<file path="src/rtl/nibble_serial_addsub_if.sv">
// Bundle of the request/result handshake and the 4-bit adder pins used by
// nibble_serial_addsub. The controller takes the slave view; whatever sits
// on the other side (host logic plus the adder stage) takes the master view.
interface nibble_serial_addsub_if #(
    parameter int NIBBLES = 4
);
    localparam int W = 4 * NIBBLES;

    // Request side
    logic         in_start;
    logic         in_sub;
    logic [W-1:0] in_a;
    logic [W-1:0] in_b;

    // Result side
    logic         out_busy;
    logic         out_done;
    logic [W-1:0] out_result;
    logic         out_carry;
    logic         out_ovf;
    logic         out_zero;

    // 4-bit combinational adder pins
    logic [3:0]   add_a;
    logic [3:0]   add_b;
    logic         add_cin;
    logic [3:0]   add_s;
    logic         add_cout;

    modport slave (
        input  in_start, in_sub, in_a, in_b,
        output out_busy, out_done, out_result, out_carry, out_ovf, out_zero,
        output add_a, add_b, add_cin,
        input  add_s, add_cout
    );

    modport master (
        output in_start, in_sub, in_a, in_b,
        input  out_busy, out_done, out_result, out_carry, out_ovf, out_zero,
        input  add_a, add_b, add_cin,
        output add_s, add_cout
    );
endinterface

</file>
<file path="src/rtl/nibble_serial_addsub.sv">
// Multi-cycle add/subtract controller wrapped around an external 4-bit
// combinational adder. One nibble is processed per clock, least significant
// first; the adder's carry-out is registered and fed back as the next
// nibble's carry-in. Subtraction is A + ~B + 1, so the operand B is inverted
// once at accept time and the initial carry is seeded with in_sub.
module nibble_serial_addsub #(
    parameter int NIBBLES = 4
) (
    input  logic                   clk,
    input  logic                   rst,
    nibble_serial_addsub_if.slave  bus
);
    localparam int W  = 4 * NIBBLES;
    localparam int IW = (NIBBLES > 1) ? $clog2(NIBBLES) : 1;
    localparam logic [IW-1:0] LAST_IDX = IW'(NIBBLES - 1);

    localparam logic [1:0] S_IDLE = 2'd0;
    localparam logic [1:0] S_RUN  = 2'd1;
    localparam logic [1:0] S_DONE = 2'd2;

    // Control state
    logic [1:0]    state_q, state_d;
    logic [IW-1:0] idx_q, idx_d;
    logic          carry_q, carry_d;

    // Latched operands (B already conditionally inverted)
    logic [W-1:0]  opa_q, opa_d;
    logic [W-1:0]  opb_q, opb_d;

    // Result and flags, held until overwritten by the next operation
    logic [W-1:0]  result_q, result_d;
    logic          cout_q, cout_d;
    logic          ovf_q, ovf_d;
    logic          zero_q, zero_d;

    // Current nibble of each latched operand
    logic [3:0]    nib_a;
    logic [3:0]    nib_b;

    // Select the operand nibbles addressed by idx
    always_comb begin
        nib_a = '0;
        nib_b = '0;
        for (int n = 0; n < NIBBLES; n++) begin
            if (idx_q == IW'(n)) begin
                nib_a = opa_q[4*n +: 4];
                nib_b = opb_q[4*n +: 4];
            end
        end
    end

    // Adder pins carry live operands only while running; idle otherwise
    assign bus.add_a   = (state_q == S_RUN) ? nib_a   : 4'd0;
    assign bus.add_b   = (state_q == S_RUN) ? nib_b   : 4'd0;
    assign bus.add_cin = (state_q == S_RUN) ? carry_q : 1'b0;

    assign bus.out_busy   = (state_q != S_IDLE);
    assign bus.out_done   = (state_q == S_DONE);
    assign bus.out_result = result_q;
    assign bus.out_carry  = cout_q;
    assign bus.out_ovf    = ovf_q;
    assign bus.out_zero   = zero_q;

    // Next-state logic for the IDLE/RUN/DONE sequencer and the result path
    always_comb begin
        state_d  = state_q;
        idx_d    = idx_q;
        carry_d  = carry_q;
        opa_d    = opa_q;
        opb_d    = opb_q;
        result_d = result_q;
        cout_d   = cout_q;
        ovf_d    = ovf_q;
        zero_d   = zero_q;

        case (state_q)
            S_IDLE: begin
                if (bus.in_start) begin
                    opa_d   = bus.in_a;
                    opb_d   = bus.in_sub ? ~bus.in_b : bus.in_b;
                    carry_d = bus.in_sub;
                    idx_d   = '0;
                    state_d = S_RUN;
                end
            end

            S_RUN: begin
                carry_d = bus.add_cout;
                for (int n = 0; n < NIBBLES; n++) begin
                    if (idx_q == IW'(n)) begin
                        result_d[4*n +: 4] = bus.add_s;
                    end
                end
                if (idx_q == LAST_IDX) begin
                    // Final nibble: all lower nibbles of result_d are now
                    // from this operation, so the flags can be formed here.
                    state_d = S_DONE;
                    cout_d  = bus.add_cout;
                    ovf_d   = (opa_q[W-1] == opb_q[W-1]) &&
                              (bus.add_s[3] != opa_q[W-1]);
                    zero_d  = (result_d == '0);
                end else begin
                    idx_d = idx_q + 1'b1;
                end
            end

            S_DONE: begin
                state_d = S_IDLE;
            end

            default: begin
                state_d = S_IDLE;
            end
        endcase
    end

    // Control, result and flag registers with synchronous reset
    always_ff @(posedge clk) begin
        if (rst) begin
            state_q  <= S_IDLE;
            idx_q    <= '0;
            carry_q  <= 1'b0;
            result_q <= '0;
            cout_q   <= 1'b0;
            ovf_q    <= 1'b0;
            zero_q   <= 1'b0;
        end else begin
            state_q  <= state_d;
            idx_q    <= idx_d;
            carry_q  <= carry_d;
            result_q <= result_d;
            cout_q   <= cout_d;
            ovf_q    <= ovf_d;
            zero_q   <= zero_d;
        end
    end

    // Operand registers: only meaningful after an accepted start
    always_ff @(posedge clk) begin
        opa_q <= opa_d;
        opb_q <= opb_d;
    end
endmodule
</file>
<file path="src/flat_wrapper.sv">
// flat-port wrapper written by rule: the top's interface ports become plain ports
module nibble_serial_addsub_flat 
#(
    parameter int NIBBLES = 4
)
  (clk, rst, bus_in_start, bus_in_sub, bus_in_a, bus_in_b, bus_out_busy, bus_out_done, bus_out_result, bus_out_carry, bus_out_ovf, bus_out_zero, bus_add_a, bus_add_b, bus_add_cin, bus_add_s, bus_add_cout);
  nibble_serial_addsub_if #(.NIBBLES(NIBBLES)) bus_i ();
  input  logic clk;
  input  logic rst;
  input wire logic [$bits(bus_i.in_start)-1:0] bus_in_start;
  input wire logic [$bits(bus_i.in_sub)-1:0] bus_in_sub;
  input wire logic [$bits(bus_i.in_a)-1:0] bus_in_a;
  input wire logic [$bits(bus_i.in_b)-1:0] bus_in_b;
  output wire logic [$bits(bus_i.out_busy)-1:0] bus_out_busy;
  output wire logic [$bits(bus_i.out_done)-1:0] bus_out_done;
  output wire logic [$bits(bus_i.out_result)-1:0] bus_out_result;
  output wire logic [$bits(bus_i.out_carry)-1:0] bus_out_carry;
  output wire logic [$bits(bus_i.out_ovf)-1:0] bus_out_ovf;
  output wire logic [$bits(bus_i.out_zero)-1:0] bus_out_zero;
  output wire logic [$bits(bus_i.add_a)-1:0] bus_add_a;
  output wire logic [$bits(bus_i.add_b)-1:0] bus_add_b;
  output wire logic [$bits(bus_i.add_cin)-1:0] bus_add_cin;
  input wire logic [$bits(bus_i.add_s)-1:0] bus_add_s;
  input wire logic [$bits(bus_i.add_cout)-1:0] bus_add_cout;
  assign bus_i.in_start = bus_in_start;
  assign bus_i.in_sub = bus_in_sub;
  assign bus_i.in_a = bus_in_a;
  assign bus_i.in_b = bus_in_b;
  assign bus_out_busy = bus_i.out_busy;
  assign bus_out_done = bus_i.out_done;
  assign bus_out_result = bus_i.out_result;
  assign bus_out_carry = bus_i.out_carry;
  assign bus_out_ovf = bus_i.out_ovf;
  assign bus_out_zero = bus_i.out_zero;
  assign bus_add_a = bus_i.add_a;
  assign bus_add_b = bus_i.add_b;
  assign bus_add_cin = bus_i.add_cin;
  assign bus_i.add_s = bus_add_s;
  assign bus_i.add_cout = bus_add_cout;
  nibble_serial_addsub #(.NIBBLES(NIBBLES)) u_core (.clk(clk), .rst(rst), .bus(bus_i));
endmodule
</file>
<file path="config.mk">
export PLATFORM = sky130hd
export DESIGN_NAME = nibble_serial_addsub_flat
export DESIGN_NICKNAME = d
export VERILOG_FILES = /design/src/rtl/nibble_serial_addsub_if.sv /design/src/rtl/nibble_serial_addsub.sv /design/src/flat_wrapper.sv
export SDC_FILE = /design/constraint.sdc
export NUM_CORES = 1
export LEC_CHECK = 0
export CORE_MARGIN = 5
export CORE_UTILIZATION = 43
export DETAILED_ROUTE_END_ITERATION = 16
export HOLD_SLACK_MARGIN = 0.05
export PLACE_DENSITY = 0.83
export SLEW_MARGIN = 10
export SYNTH_ARGS = -nofsm -noshare
export SYNTH_HDL_FRONTEND = slang
export SYNTH_SLANG_ARGS = --single-unit
</file>
<file path="constraint.sdc">
create_clock -name clk -period 2.2 [get_ports clk]
set_input_delay 0.44 -clock clk [delete_from_list [all_inputs] [get_ports clk]]
set_output_delay 0.44 -clock clk [all_outputs]
set_load 0.05 [all_outputs]
</file>
---- Word-level counts from Yosys, hierarchy flattened ----
Cells that the tools add are included.
cells by class
  add/sub/neg operators ................... 1
  equal/unequal tests ..................... 10
  muxes and demuxes ....................... 28
  bitwise logic cells ..................... 1
  reductions and logical operators ........ 11
operator list
  operator             count
  $mux 4               18
  $logic_not 16->1     1
  $mux 16              1
  $not 16->16          1
  $mux 2               4
  $pmux 2 s2           2
  $reduce_and 2->1     4
  $eq 2x2->1 const B   3
  $eq 2x1->1 const B   2
  $logic_not 2->1      2
  $ne 2x2->1 const B   2
  $reduce_bool 2->1    2
  $reduce_and 3->1     1
  $add 2x1->2 const B  1
  $mux 1               2
  $ne 2x1->1 const B   1
  $pmux 1 s2           1
  $eq 1x1->1           1
  $logic_and 1x1->1    1
  $ne 1x1->1           1
word-level totals
  register bits ........................... 56
  bits of input ports ..................... 41
  output and inout port bits .............. 30
  logic and storage cells ................. 60

---- Depth between registers and ports, before layout ----
  depth in word-level cells ............... 6
  mapped depth ............................ 6
  depth with buffers taken out ............ 5

---- Worst setup path after synthesis ----
No wires, ideal clock.
  path type ............................... flip-flop to output port
  start ................................... register u_core.idx_q[0]
  end ..................................... output port bus_add_a[0]
  data arrival time ....................... 2.304 ns
  required time ........................... 1.760 ns
  slack ................................... -0.544 ns
  cell stages (with the launch flop) ...... 7
  buffers on the path ..................... 2
  cell sequence ........................... dfxtp_1 > inv_1 > ha_1 > buf_4 > clkbuf_1 > nor2b_1 > o31ai_1
on the way
  longest elaborated chain between the ends .. 6
  elaborated cells between the ends (all ways) .. 9
  classes of those cells .................. eq/ne: 3; mux: 5; reduce/logical: 1
RTL lines
  item                    RTL line                     RTL
  start, declared         nibble_serial_addsub.sv:23   logic [IW-1:0] idx_q, idx_d;
  start signal, assigned  nibble_serial_addsub.sv:129  idx_q <= idx_d;
  $logic_not 2->1         nibble_serial_addsub.sv:45   if (idx_q == IW'(n)) begin
  $mux 4 (3 in a row)     nibble_serial_addsub.sv:45
  $mux 4 *                nibble_serial_addsub.sv:45
  $mux 4 *                nibble_serial_addsub.sv:53   assign bus.add_a = (state_q == S_RUN) ? nib_a : 4'd0;
  end, declared           flat_wrapper.sv:20           output wire logic [$bits(bus_i.add_a)-1:0] bus_add_a;
Every way passes the cells marked *; elsewhere a longest branch is shown, timed or not.

---- Worst setup path after layout ----
  start ................................... register u_core.idx_q[0]
  end ..................................... output port bus_add_b[3]
on the way
  longest elaborated chain between the ends .. 6
  elaborated cells between the ends (all ways) .. 9
  classes of those cells .................. eq/ne: 3; mux: 5; reduce/logical: 1
RTL lines
  item                 RTL line                    RTL
  $logic_not 2->1      nibble_serial_addsub.sv:45
  $mux 4 (3 in a row)  nibble_serial_addsub.sv:45
  $mux 4 *             nibble_serial_addsub.sv:45
  $mux 4 *             nibble_serial_addsub.sv:54  assign bus.add_b = (state_q == S_RUN) ? nib_b : 4'd0;
  end, declared        flat_wrapper.sv:21          output wire logic [$bits(bus_i.add_b)-1:0] bus_add_b;
Marked as above.

==> impl_table.tex <==
\begin{tabular}{lr}
\hline
Metric & Value \\
\hline
\multicolumn{2}{l}{\textbf{Finish}} \\
\quad Filler cell count in the final layout & 440 \\
\quad Layout-stage area growth over the synthesis result & 56.80\% \\
\quad Fraction of layout cells with a size suffix above 1 & 25.76\% \\
\quad Final-stage net count & 339 \\
\quad Antenna diodes & 0 \\
\multicolumn{2}{l}{\textbf{Floorplanning}} \\
\quad Die ar. & 7538 sq um \\
\quad Effective utilization at floorplan & 43.63\% \\
\quad Core Area & 5816 sq um \\
\quad Floorplan die height & a little under 90 microns \\
\quad Die Wd & just under 90 microns \\
\quad Row cnt & 28 \\
\quad Number of I/O pins & 71 \\
\multicolumn{2}{l}{\textbf{STA}} \\
\quad Unrepaired setup endpoints after global routing & true \\
\quad Hold Fails Final Rpt & 0 \\
\quad Final Critical Period & 2.197 ns \\
\quad Upper clock frequency limit & 455.2 MHz \\
\quad Tightest Pin Transition & 0.5211 ns \\
\quad Final max-slew violation count & 0 \\
\quad Worst Setup Slack, final & 0.002943 ns \\
\quad Final setup skew & 0.008228 ns \\
\quad Setup violation total in the final timing report & 0 \\
\quad Worst hold slack after final layout & 0.4707 ns \\
\quad Relative slew margins & 65.15\% \\
\quad Ratio of final minimum period to clock period & 99.87\% \\
\multicolumn{2}{l}{\textbf{Clock network}} \\
\quad Clock tree sinks & 56 \\
\quad Number of buffers inserted during clock tree synthesis & 5 \\
\quad CTS root buf & clkbuf\_8 \\
\quad Number of H-tree levels & 2 \\
\quad Clock network latency to the later pin of the worst-skew pair & approximately 0.32 ns \\
\quad Clock-pin slew of the registers on the worst-case setup and hold paths & 0.10 ns \\
\quad Clock tree from TritonCTS & yes \\
\quad Maximum buffer depth of the clock tree & 2 \\
\multicolumn{2}{l}{\textbf{Placed design}} \\
\quad Half-perimeter wire length after placement & between 4 and 5 mm \\
\quad Place WS & -0.1394 ns \\
\quad Count of port buffers added during placement & 70 \\
\quad Placer Congestion & approximately 0.77 \\
\multicolumn{2}{l}{\textbf{Min path}} \\
\quad Worst hold path depth & 2 \\
\quad Tightest Hold Check Type & register to register \\
\quad Critical hold path startpoint & u\_core.bus.out\_carry \\
\multicolumn{2}{l}{\textbf{Setup path}} \\
\quad Buffering stage count on the worst path with inverters included & 4 \\
\quad Crit path largest cell delay & 0.38 ns \\
\quad Data required time of the critical path & 1.76 ns \\
\quad Highest fanout seen on the critical path & 8 \\
\quad Depth of the most critical reg-to-reg path & 7 \\
\quad Most used cell, CP & buf\_12 \\
\quad Worst Path Class, Setup & register to output pin \\
\quad Startpoint of the worst-slack reg-to-reg timing path & u\_core.idx\_q[1] \\
\quad Arrival time worst endpoint & approximately 1.8 ns \\
\quad Type of origin of the critical path & register \\
\quad Slowest cell on crit path & dfxtp\_4 \\
\quad Dominant delay contributor by cell family on the critical path & buffers and inverters \\
\quad Count of cell instances traversed by the critical path & 7 \\
\quad Worst setup EP type & output pin \\
\quad Startpoint of the most critical setup path & u\_core.idx\_q[0] \\
\quad Cells traversed along the worst timing path & buf\_6 > ha\_4 > inv\_2 > nand2\_2 > buf\_12 > o31ai\_4 > buf\_12 \\
\multicolumn{2}{l}{\textbf{Route}} \\
\quad DRT Wirelength & around 6.8 mm \\
\quad Detailed-route via count & 1963 \\
\quad Number of DRC markers in iteration 0 & between 100 and 150 \\
\quad Total DRC errors in the routed layout & 0 \\
\quad WL/cell & between 15 and 20 microns \\
\quad Total iterations of the first detailed-routing run & 4 \\
\quad Vias per cell & 5.305 \\
\quad Antenna violation net count after detailed routing & 0 \\
\multicolumn{2}{l}{\textbf{Power and ir drop}} \\
\quad Static power due to leakage & 1.496 nW \\
\quad Worst vdd rail ir drop & 0.5921 mV \\
\quad Pwr/cell area & between 500 and 600 nW/um\^{}2 \\
\multicolumn{2}{l}{\textbf{Synthesis}} \\
\quad Async set-reset flop share out of synthesis & 0\% \\
\quad Synthesized netlist cell count & 210 \\
\quad Cell type contributing the most total cell area after synthesis & edfxtp\_1 \\
\quad Number of flops mapped to enable cells by yosys & 32 \\
\quad Library cells used by synthesis & 35 \\
\quad Main area contributors after synthesis & edfxtp\_1 38\%, dfxtp\_1 19\%, mux2i\_1 7.5\% \\
\quad Register area share after synthesis & 56.80\% \\
\quad Prevailing post-synth register cell & edfxtp\_1 \\
\quad Area share of the leading cell type in the synthesized netlist & 37.87\% \\
\quad Syn avg cell area & 12.08 sq um \\
\quad Syn Std Cell Area & 2537 sq um \\
\quad Number of flip-flops and latches in the synthesized netlist & 56 \\
\quad Net Count, Synth & 255 \\
\quad Number of warnings issued by yosys & 0 \\
\multicolumn{2}{l}{\textbf{Global routing}} \\
\quad Pin count of the biggest net entering global routing & 33 \\
\quad Wire length of the first global-routing pass & $\sim$10 mm \\
\quad Vias in the first global route & 2051 \\
\quad All-Layer GR Usage & 17.88\% \\
\quad Initial antenna violation count & 0 \\
\quad Sum of overflow across all layers after global routing & 0 \\
\multicolumn{2}{l}{\textbf{Run}} \\
\quad Max capacitance violation total & 0 \\
\multicolumn{2}{l}{\textbf{Status}} \\
\quad Run status & finished, final reports clean \\
\hline
\end{tabular}
placed cells by master, fill, tap and decap left out, types with 3 or more instances in the layout:
cell	instances
o31ai_4	8
nor2b_1	9
clkdlybuf4s50_1	59
and2_1	3
nor2_1	18
nand3_1	9
a21oi_1	5
mux2i_1	19
clkbuf_8	5
buf_4	14
nor4_1	3
nand2_1	3
a221oi_4	8
nor3_1	5
buf_6	3
buf_12	13
xor2_1	16
ha_4	4
nand3b_2	4
dfxtp_1	22
edfxtp_1	32
metal layers:
metal	share of wire, %	track usage (%)
met1	40	22.20
met4	2.0	4.249
met3	6.9	5.323
met5	0	0
met2	51	30.50
tightest hold or removal path: cells and delay by family, from the launching register on:
| family | cells | cell delay [ns] |
|---|---|---|
| flops | 1 | 0.33 |
| simple gates | 1 | 0.05 |
| compound gates | 1 | 0.05 |
through the flow:
stage	utilization, %	std cells	power, mW	TNS (ns)	instance area [sq um]
CTS	66.91	366	2.330	-0.03144	3891
global placement	60.43	355	1.653	-0.05351	3515
global route	68.42	370	2.438	-0.1981	3979
finish	68.42	370	2.349	0	3979
floorplan	-	210	1.452	-0.5450	2601
detailed placement	60.43	355	1.665	-0.7334	3515
layout make-up:
cell class,count,area (sq um),area share (%)
clock buffers,5,68.82,1.730
clock inverters,3,21.27,0.5346
inverters,5,23.77,0.5975
multi-input cells,136,1320,33.18
flip-flops and latches,56,1446,36.35
well taps,75,93.84,2.358
repair buffers,90,1005,25.25
Yosys cell counts (4+ instances only):
library cell	number
a21oi_1	5
a221oi_1	8
buf_2	4
buf_4	6
dfxtp_1	24
edfxtp_1	32
ha_1	4
inv_1	5
mux2i_1	19
nand2_1	4
nand3_1	9
nand3b_2	4
nor2_1	18
nor2b_1	11
nor3_1	5
o31ai_1	8
xor2_1	16
path summary, 6_finish.rpt:
| kind | to | slack [ns] |
|---|---|---|
| setup / recovery | bus_add_b[3] | 0.003 |
| hold reg to reg | u_core.bus.out_carry | 0.47 |
| hold / removal | u_core.bus.out_carry | 0.47 |
| setup reg to reg | u_core.bus.out_zero | 0.50 |
flip-flops by register name, summed over array words and instances, names as in the netlist:
register / cells
u_core.idx_q: 2
u_core.carry_q: 1
u_core.bus.out_ovf: 1
u_core.opa_q: 16
u_core.bus.out_result: 16
u_core.bus.out_carry: 1
u_core.opb_q: 16
u_core.state_q: 2
u_core.bus.out_zero: 1
logic make-up after synthesis:
| group | Yosys count | synth area share, % |
|---|---|---|
| AO/OA/AOI/OAI | 29 | 8.728 |
| XOR/XNOR | 16 | 5.523 |
| adder cells (fa/ha/maj) | 4 | 1.972 |
| buffers and inverters | 18 | 3.747 |
| flip-flops | 56 | 56.80 |
| multiplexers | 19 | 7.495 |
| AND/OR/NAND/NOR | 68 | 15.73 |
repair_timing:
item                                    in CTS  in global routing
endpoints found under the setup margin       8                  8
setup buffers                                3                  4
hold buffers                                 0                  0
resized for setup                           43                  8
pin swaps                                   14                 11
where the power goes:
part / internal [mW] / leakage (nW) / switching, mW
Combinational: 0.280 / 0.954 / 0.281
Clock: 0.226 / 0.0407 / 0.356
Sequential: 1.17 / 0.501 / 0.0358
(Power assumes the default switching activity.)
